**config.mk**
```make
export PLATFORM = sky130hd
export DESIGN_NAME = mmss_timer
export DESIGN_NICKNAME = d
export VERILOG_FILES = /design/src/rtl/mmss_timer.sv
export SDC_FILE = /design/constraint.sdc
export NUM_CORES = 1
export LEC_CHECK = 0
export ABC_AREA = 1
export CAP_MARGIN = 40
export CORE_ASPECT_RATIO = 1.25
export CORE_MARGIN = 2
export CORE_UTILIZATION = 50
export CTS_CLUSTER_SIZE = 10
export DETAILED_ROUTE_END_ITERATION = 16
export PLACE_DENSITY = 0.68
export SLEW_MARGIN = 10
export SYNTH_ARGS = -nofsm -noshare
export SYNTH_HDL_FRONTEND = slang
export SYNTH_SLANG_ARGS = --single-unit
```
**constraint.sdc**
```tcl
create_clock -name clk -period 3.81 [get_ports clk]
set_input_delay 0.762 -clock clk [delete_from_list [all_inputs] [get_ports clk]]
set_output_delay 0.762 -clock clk [all_outputs]
set_load 0.03 [all_outputs]
```
**src/rtl/mmss_timer.sv**
```systemverilog
// MM:SS game timer: countdown/count-up with pause, cancel and latched done.
// Holds a BCD preset and count, its own per-second divider and registered display outputs.
module mmss_timer #(
  parameter int unsigned TICK_DIV     = 100_000_000,
  parameter int unsigned PRESET_SEC   = 5,
  parameter int unsigned UP_LIMIT_SEC = 1380
) (
  input  logic       clk,
  input  logic       rst,
  input  logic       enable,
  input  logic       mode,
  input  logic       up,
  input  logic       down,
  input  logic       left,
  input  logic       right,
  input  logic       pressed,
  input  logic       cancel,
  output logic [3:0] minute2,
  output logic [3:0] minute1,
  output logic [3:0] second2,
  output logic [3:0] second1,
  output logic [1:0] select,
  output logic [1:0] state,
  output logic       finish,
  output logic       tick
);

  localparam int unsigned    DivW      = (TICK_DIV > 1) ? $clog2(TICK_DIV) : 1;
  localparam logic [DivW-1:0] DivMax   = DivW'(TICK_DIV - 1);
  localparam logic [15:0]    PresetBcd = {4'(PRESET_SEC / 600), 4'((PRESET_SEC / 60) % 10),
                                          4'((PRESET_SEC % 60) / 10), 4'(PRESET_SEC % 10)};
  localparam logic [15:0]    UpLimBcd  = {4'(UP_LIMIT_SEC / 600), 4'((UP_LIMIT_SEC / 60) % 10),
                                          4'((UP_LIMIT_SEC % 60) / 10), 4'(UP_LIMIT_SEC % 10)};

  typedef enum logic [1:0] {
    StConfig = 2'd0,
    StRun    = 2'd1,
    StPaused = 2'd2,
    StDone   = 2'd3
  } state_e;

  // Add or subtract one unit at digit pos with BCD carry/borrow; saturates at 59:59 / 00:00.
  function automatic logic [15:0] bcd_step(input logic [15:0] v, input logic [1:0] pos,
                                           input logic inc);
    logic [15:0] r;
    logic        c;
    logic [3:0]  d;
    logic [3:0]  dmax;
    r = v;
    c = 1'b0;
    for (int i = 0; i < 4; i++) begin
      d    = r[4*i +: 4];
      dmax = (i % 2 == 0) ? 4'd9 : 4'd5;
      if (i == int'(pos)) c = 1'b1;
      if (c) begin
        if (inc) begin
          if (d >= dmax) begin
            d = 4'd0;
          end else begin
            d = d + 4'd1;
            c = 1'b0;
          end
        end else begin
          if (d == 4'd0) begin
            d = dmax;
          end else begin
            d = d - 4'd1;
            c = 1'b0;
          end
        end
      end
      r[4*i +: 4] = d;
    end
    if (c) r = inc ? 16'h5959 : 16'h0000;
    return r;
  endfunction

  state_e          state_q, state_d;
  logic [15:0]     preset_q, preset_d;
  logic [15:0]     count_q, count_d;
  logic [15:0]     disp_q, disp_d;
  logic [15:0]     target;
  logic            run_mode_q, run_mode_d;
  logic [1:0]      select_q, select_d;
  logic [DivW-1:0] div_q, div_d;
  logic            tick_q, tick_d;
  logic            finish_q, finish_d;

  always_comb begin
    state_d    = state_q;
    preset_d   = preset_q;
    count_d    = count_q;
    run_mode_d = run_mode_q;
    select_d   = select_q;
    div_d      = div_q;
    tick_d     = 1'b0;
    target     = run_mode_q ? UpLimBcd : 16'h0000;

    if (enable) begin
      unique case (state_q)
        StConfig: begin
          if (left)       select_d = select_q + 2'd1;
          else if (right) select_d = select_q - 2'd1;
          if (!mode) begin
            if (up)        preset_d = bcd_step(preset_q, select_q, 1'b1);
            else if (down) preset_d = bcd_step(preset_q, select_q, 1'b0);
          end
          if (pressed && (mode || preset_q != 16'h0000)) begin
            state_d    = StRun;
            count_d    = mode ? 16'h0000 : preset_q;
            run_mode_d = mode;
            div_d      = '0;
          end
        end
        StRun: begin
          if (cancel) begin
            state_d = StConfig;
          end else if (count_q == target) begin
            // Terminal tick landed last cycle.
            state_d = StDone;
          end else if (div_q == DivMax) begin
            div_d   = '0;
            tick_d  = 1'b1;
            count_d = bcd_step(count_q, 2'd0, run_mode_q);
            if (pressed && count_d != target) state_d = StPaused;
          end else if (pressed) begin
            state_d = StPaused;
          end else begin
            div_d = div_q + 1'b1;
          end
        end
        StPaused: begin
          if (cancel)       state_d = StConfig;
          else if (pressed) state_d = StRun;
        end
        StDone: begin
          if (cancel || pressed) state_d = StConfig;
        end
      endcase
    end

    if (!enable)                 disp_d = disp_q;
    else if (state_d == StConfig) disp_d = mode ? 16'h0000 : preset_d;
    else                         disp_d = count_d;
    finish_d = (state_d == StDone);
  end

  always_ff @(posedge clk) begin
    if (rst) begin
      state_q    <= StConfig;
      preset_q   <= PresetBcd;
      count_q    <= 16'h0000;
      run_mode_q <= 1'b0;
      select_q   <= 2'd0;
      div_q      <= '0;
      tick_q     <= 1'b0;
      finish_q   <= 1'b0;
      disp_q     <= mode ? 16'h0000 : PresetBcd;
    end else begin
      state_q    <= state_d;
      preset_q   <= preset_d;
      count_q    <= count_d;
      run_mode_q <= run_mode_d;
      select_q   <= select_d;
      div_q      <= div_d;
      tick_q     <= tick_d;
      finish_q   <= finish_d;
      disp_q     <= disp_d;
    end
  end

  assign {minute2, minute1, second2, second1} = disp_q;
  assign select = select_q;
  assign state  = state_q;
  assign finish = finish_q;
  assign tick   = tick_q;

endmodule

```
==> flow_summary_export.csv <==
group,metric,value,unit
run_status,status,"complete, no violations",
clock_tree,cts-root-buf,"clkbuf_16",
synthesis,yosys.area_share.simple,34.14,%
synthesis,synth_enable_flop_cells,16,
clock_tree,cts_buffer_depth,2,
setup_path,worstReg2RegStart,"count_q[1]",
cells_and_area,layout-drive-gt1-share,9.681,%
setup_path,crit_arrival,3510,ps
cells_and_area,fin_util,56.92,%
route,drt_wl_total,19190,um
route,antenna_left,0,
synthesis,synth.area.top_cells,"dfxtp_1 (21%), nand2_1 (13%), edfxtp_1 (7.6%), inv_1 (6.7%), o21ai_0 (5.7%)",
floorplanning,ios,32,
synthesis,synth_xor_area_share,1.379,%
power_and_ir_drop,p_per_area,366.0,nW/um^2
setup_path,critical_path.startpoint_type,"register",
sta,rsz0062_at_grt,"false",
route,wire_per_inst,16.40,um
synthesis,yosysTopAreaCellShare,20.80,%
synthesis,syn_nets,1004,
place,finalWeightedCongestion,0.9577,
place,port_buffers,31,
route,viasPerCell,5.735,
setup_path,required,3910,ps
sta,setup_tns,0,ps
setup_path,regToRegEndpoint,"disp_q[0]",
synthesis,syn-instance-count,968,
synthesis,synthAdderAreaFrac,5.122,%
global_route,grt_first_pass_wirelength,31020,um
synthesis,synth_compound_area_share,20.96,%
clock_tree,cts_buffers,9,
synthesis,yosys_warnings,0,
sta,tightest_slew,748.0,ps
setup_path,cp-startpoint,"count_q[1]",
setup_path,reg2regPathDepth,22,
setup_path,worst-setup-path-type,"reg -> reg",
synthesis,syn_avg_cell_area,6.561,um^2
clock_tree,cts_max_level,3,
route,dr.pass1.iters,5,
global_route,grt_overflow_total,0,
sta,layout_min_cycle_time,3407,ps
cells_and_area,antenna_cells,0,
clock_tree,ctsResizeCount,0,
setup_path,r2r_slack,400,ps
synthesis,synth-seq-area-share,28.37,%
worst_hold_path,whs_path_depth,2,
synthesis,synthFlopType,"dfxtp_1",
clock_tree,path_clk_slew,60,ps
flow_run,max-cap-violations,0,
synthesis,ys_types,55,
route,drc,0,
floorplanning,std_cell_rows,46,
floorplanning,start_util,50.62,%
global_route,antenna_found_initial,0,
synthesis,yosys.area.top_type,"dfxtp_1",
worst_hold_path,worstHoldStart,"div_q[23]",
sta,setup_viol,0,
clock_tree,cts_setup_buffers,0,
sta,finalHoldViolations,0,
synthesis,synthArstFlopShare,0,%
global_route,grtUsageTotal,28.15,%
synthesis,synth.most_common_cell,"nand2_1",
floorplanning,die_h,130.0,um
setup_path,crit_fanout,13,
sta,maxClockFrequency,0.2935,GHz
synthesis,synth_mux_area_share,0,%
sta,finalClockSkew,10.85,ps
clock_tree,cts_hold_buf,0,
sta,period_share,89.43,%
setup_path,end_kind,"register",
sta,hold_slack,473.4,ps
synthesis,synth_top_family_by_area,"simple AND/OR/NAND/NOR gates",
synthesis,ys_seq_elements,82,
clock_tree,cts_tree,"yes",
clock_tree,cts.sinks,82,
route,drt_iter0_markers,413,
route,vias,6710,
sta,max_slew_margin,50.01,%
cells_and_area,final_net_count,1033,
floorplanning,dieArea,13630,um^2
global_route,grt_max_degree,29,
sta,slew_viol_final,0,
floorplanning,core_area,12550,um^2
worst_hold_path,min_to,"div_q[23]",
global_route,grt_pass1_vias,6344,
floorplanning,die_x,104.8,um
synthesis,synth_area,6351,um^2
worst_hold_path,hold_class,"reg -> reg",
cells_and_area,fill_cells,1278,
power_and_ir_drop,irDropWorstVdd,0.0002298,V
synthesis,netlist_top_cells_count,"nand2_1 (228), inv_1 (114), nor2_1 (86), o21ai_0 (72), nand3_1 (67)",
place,dp_hpwl,14600,um
cells_and_area,area_delta_synth_final,12.45,%
power_and_ir_drop,p_leak,2.969,nW
clock_tree,worst_skew_pair.late_latency,350,ps
-- layer usage --
layer  track usage [%]  up-vias  part of all wire [%]
met4             11.76        0                   3.4
met2             50.99      236                    49
met5                 0        -                     0
li1                  -     3339                     -
met1             33.54     3088                    43
met3             3.946       47                   4.6
-- where the power goes --
| part | internal (W) | switching, W |
|---|---|---|
| clock | 0.000521 | 0.000403 |
| combinational | 0.000229 | 0.000491 |
| sequential | 0.000927 | 0.0000422 |
| total | 0.00168 | 0.000936 |
-- worst max-delay path by stage --
| stage | to | depth (start not counted) |
|---|---|---|
| 3_3_place_gp | disp_q[10] | 20 |
| 5_1_grt | disp_q[0] | 24 |
| 4_1_cts | disp_q[10] | 20 |
| 3_5_place_dp | disp_q[10] | 20 |
| 2_1_floorplan | disp_q[0] | 23 |
| 6_report | disp_q[0] | 22 |
-- registers in the layout, indices dropped and copies added (netlist names) --
| register | cells |
|---|---|
| tick | 1 |
| count_q | 16 |
| finish | 1 |
| disp_q | 16 |
| state | 2 |
| run_mode_q | 1 |
| select | 2 |
| preset_q | 16 |
| div_q | 27 |
-- cells in the final DEF (no fill, tap or decap), types with 17 or more instances in the layout --
master	n
a21oi_1	52
clkdlybuf4s50_1	31
dfxtp_1	65
ha_1	26
inv_1	114
nand2_1	227
nand3_1	67
nand4_1	19
nor2_1	86
nor3_1	22
o21ai_0	72
o22ai_1	17
-- final cells by class --
class                   instances  area (um^2)  area share, %
flip-flops and latches         82         1803          25.25
well taps                     168        210.2          2.943
inverters                     131        494.2          6.920
repair buffers                 43        400.4          5.606
multi-input cells             730         3925          54.96
clock inverters                 7        83.83          1.174
clock buffers                   9        225.2          3.153
-- critical path: stages (launching register included) --
cell,delay (ps)
dfxtp_1,450
inv_1,140
ha_1,290
nand3_2,130
nand2_4,70
nand2_2,140
nand2_2,110
nor2_2,170
nand4_1,190
nand2_1,190
nand2_1,70
nor2_1,100
nand3_1,100
nand2_1,100
nand2_1,60
nand2_1,70
nand2_1,50
nand2_1,100
nand2_2,120
nand3_2,270
nand2_1,100
nand3_1,80
nand2_1,50
-- through the flow --
step	instances	instance area, um^2	power [W]	setup slack, ps
floorplan	968	6351	0.001492	1075
global placement	1153	6819	0.001690	287.1
detailed placement	1153	6819	0.001689	311.5
CTS	1169	7128	0.002604	291.8
global route	1170	7142	0.002737	23.65
finish	1170	7142	0.002614	402.8
-- kinds of logic after synthesis --
| logic type | Yosys count |
|---|---|
| AND/OR/NAND/NOR | 473 |
| AO/OA/AOI/OAI | 220 |
| buffers and inverters | 157 |
| flip-flops | 82 |
| adder cells (fa/ha/maj) | 26 |
| XOR/XNOR | 10 |
(Power assumes the default switching activity.)
==> edit: new RTL, config.mk and constraints unchanged <==
Register the output `second2`, without a reset; this adds one clock of latency there. The other outputs are not delayed to match.
--- a/src/rtl/mmss_timer.sv
+++ b/src/rtl/mmss_timer.sv
@@ -38,6 +38,8 @@
     StPaused = 2'd2,
     StDone   = 2'd3
   } state_e;
+
+  logic [3:0] second2_d;
 
   // Add or subtract one unit at digit pos with BCD carry/borrow; saturates at 59:59 / 00:00.
   function automatic logic [15:0] bcd_step(input logic [15:0] v, input logic [1:0] pos,
@@ -169,11 +171,15 @@
     end
   end
 
-  assign {minute2, minute1, second2, second1} = disp_q;
+  assign {minute2, minute1, second2_d, second1} = disp_q;
   assign select = select_q;
   assign state  = state_q;
   assign finish = finish_q;
   assign tick   = tick_q;
 
+  always_ff @(posedge clk) begin
+    second2 <= second2_d;
+  end
+
 endmodule
 
Function: changed (a bounded check fails within 4 cycles, from zero or initial values and one cycle with rst high).
==> edit against the unedited design <==
- synthesized area increased by 1.7%
- sequential cell count increased by 4
- fmax decreased by 0.20%
- combinational power increased by 8.6%
- clock skew increased by 0.00089 ns
- global-route usage increased by 1.3 points
- worst setup slack got worse by 0.0069 ns
- wire length increased by 5.5%
- via count increased by 1.1%
- final area increased by 1.0%
- total power increased by 3.7%
==> edit: results <==
group,metric,value,unit
layout,multi_input_area_share,53.7,%
layout,final.fill_count,1273,
routing,met2_wirelength,10200,um
sta,clock_skew,0.0117,ns
yosys,synth_fp_nets,1038,
global_route,met1_usage,32.9,%
layout,buffers_excl_clock,52,
global_route,grt_pass1_wl,32300,um
layout,seq_cells,86,
outcome,outcome,"completed",
global_route,grt_pass1_vias,6449,
pwr,swShare,37.1,%
place,place_ws,0.375,ns
global_route,grtUsageTotal,29.5,%
yosys,ys_top_cells_by_area,"dfxtp_1 (22%), nand2_1 (13%), nor2_1 (8.4%)",
pwr,powerComb,0.782,mW
place,hpwl,15800,um
sta,slew_headroom,49.2,%
critical_path,cp_max_fo,15,
pwr,vdd_drop_max,0.185,mV
routing,drt_first_pass_iters,6,
routing,drt-total-wl,20200,um
yosys,synth_cell_types,51,
pwr,pg_clk,0.888,mW
layout,nonClkBufAreaFrac,6.49,%
critical_path,cp_data_arrival_time,3.52,ns
global_route,grtUsageMet2,54.6,%
routing,routed-wl-met3,932,um
yosys,syn_area_per_cell,6.45,um^2
routing,wl_met1,8030,um
yosys,synth_compound_area_share,17.1,%
routing,vias_per_cell,5.66,
layout,seq_area,0.00188,mm^2
layout,drive_above_1_share,6.89,%
place,gp_congestion,0.969,
layout,non_clock_inverter_count,127,
routing,drt_iter0_markers,521,
pwr,p_leak,3.07,nW
global_route,met3_usage,3.61,%
place,dpl_cell_area,0.00689,mm^2
yosys,synthMuxAreaShare,0.155,%
layout,multi_input_cells,749,
yosys,synthXorXnorAreaFrac,2.17,%
yosys,synthTopCellsByCount,"nand2_1 (229), nor2_1 (144), inv_1 (114)",
## edit: worst max-delay path, cell delays in order, from the launching register on
cell and delay (ns):
dfxtp_1 0.36, inv_1 0.16, ha_1 0.25, nand2_1 0.11
nor2_2 0.21, nand2_2 0.11, nand2_4 0.20, nand4_2 0.26
a21oi_1 0.31, nand2_1 0.08, nor2_1 0.11, nand3_1 0.07
nand2_1 0.09, nand2_1 0.06, nand2_1 0.06, nand2_1 0.06
nand2_1 0.07, nand2_2 0.13, nand3_4 0.23, nand2_1 0.13
nand2_1 0.09, nor2_1 0.04
## edit: worst paths after layout
check             startpoint          to  slack, ns  depth (start not counted)
hold / removal     disp_q[6]  second2[2]       0.41                          0
setup reg to reg  count_q[0]   disp_q[6]       0.40                         21
hold reg to reg    disp_q[6]  second2[2]       0.41                          0
setup / recovery  count_q[0]   disp_q[6]       0.40                         21
## edit: repair_timing
| action | in CTS | in global routing |
|---|---|---|
| setup buffers | 0 | 0 |
| endpoints found under the setup margin | 0 | 8 |
| gates resized for setup | 0 | 1 |
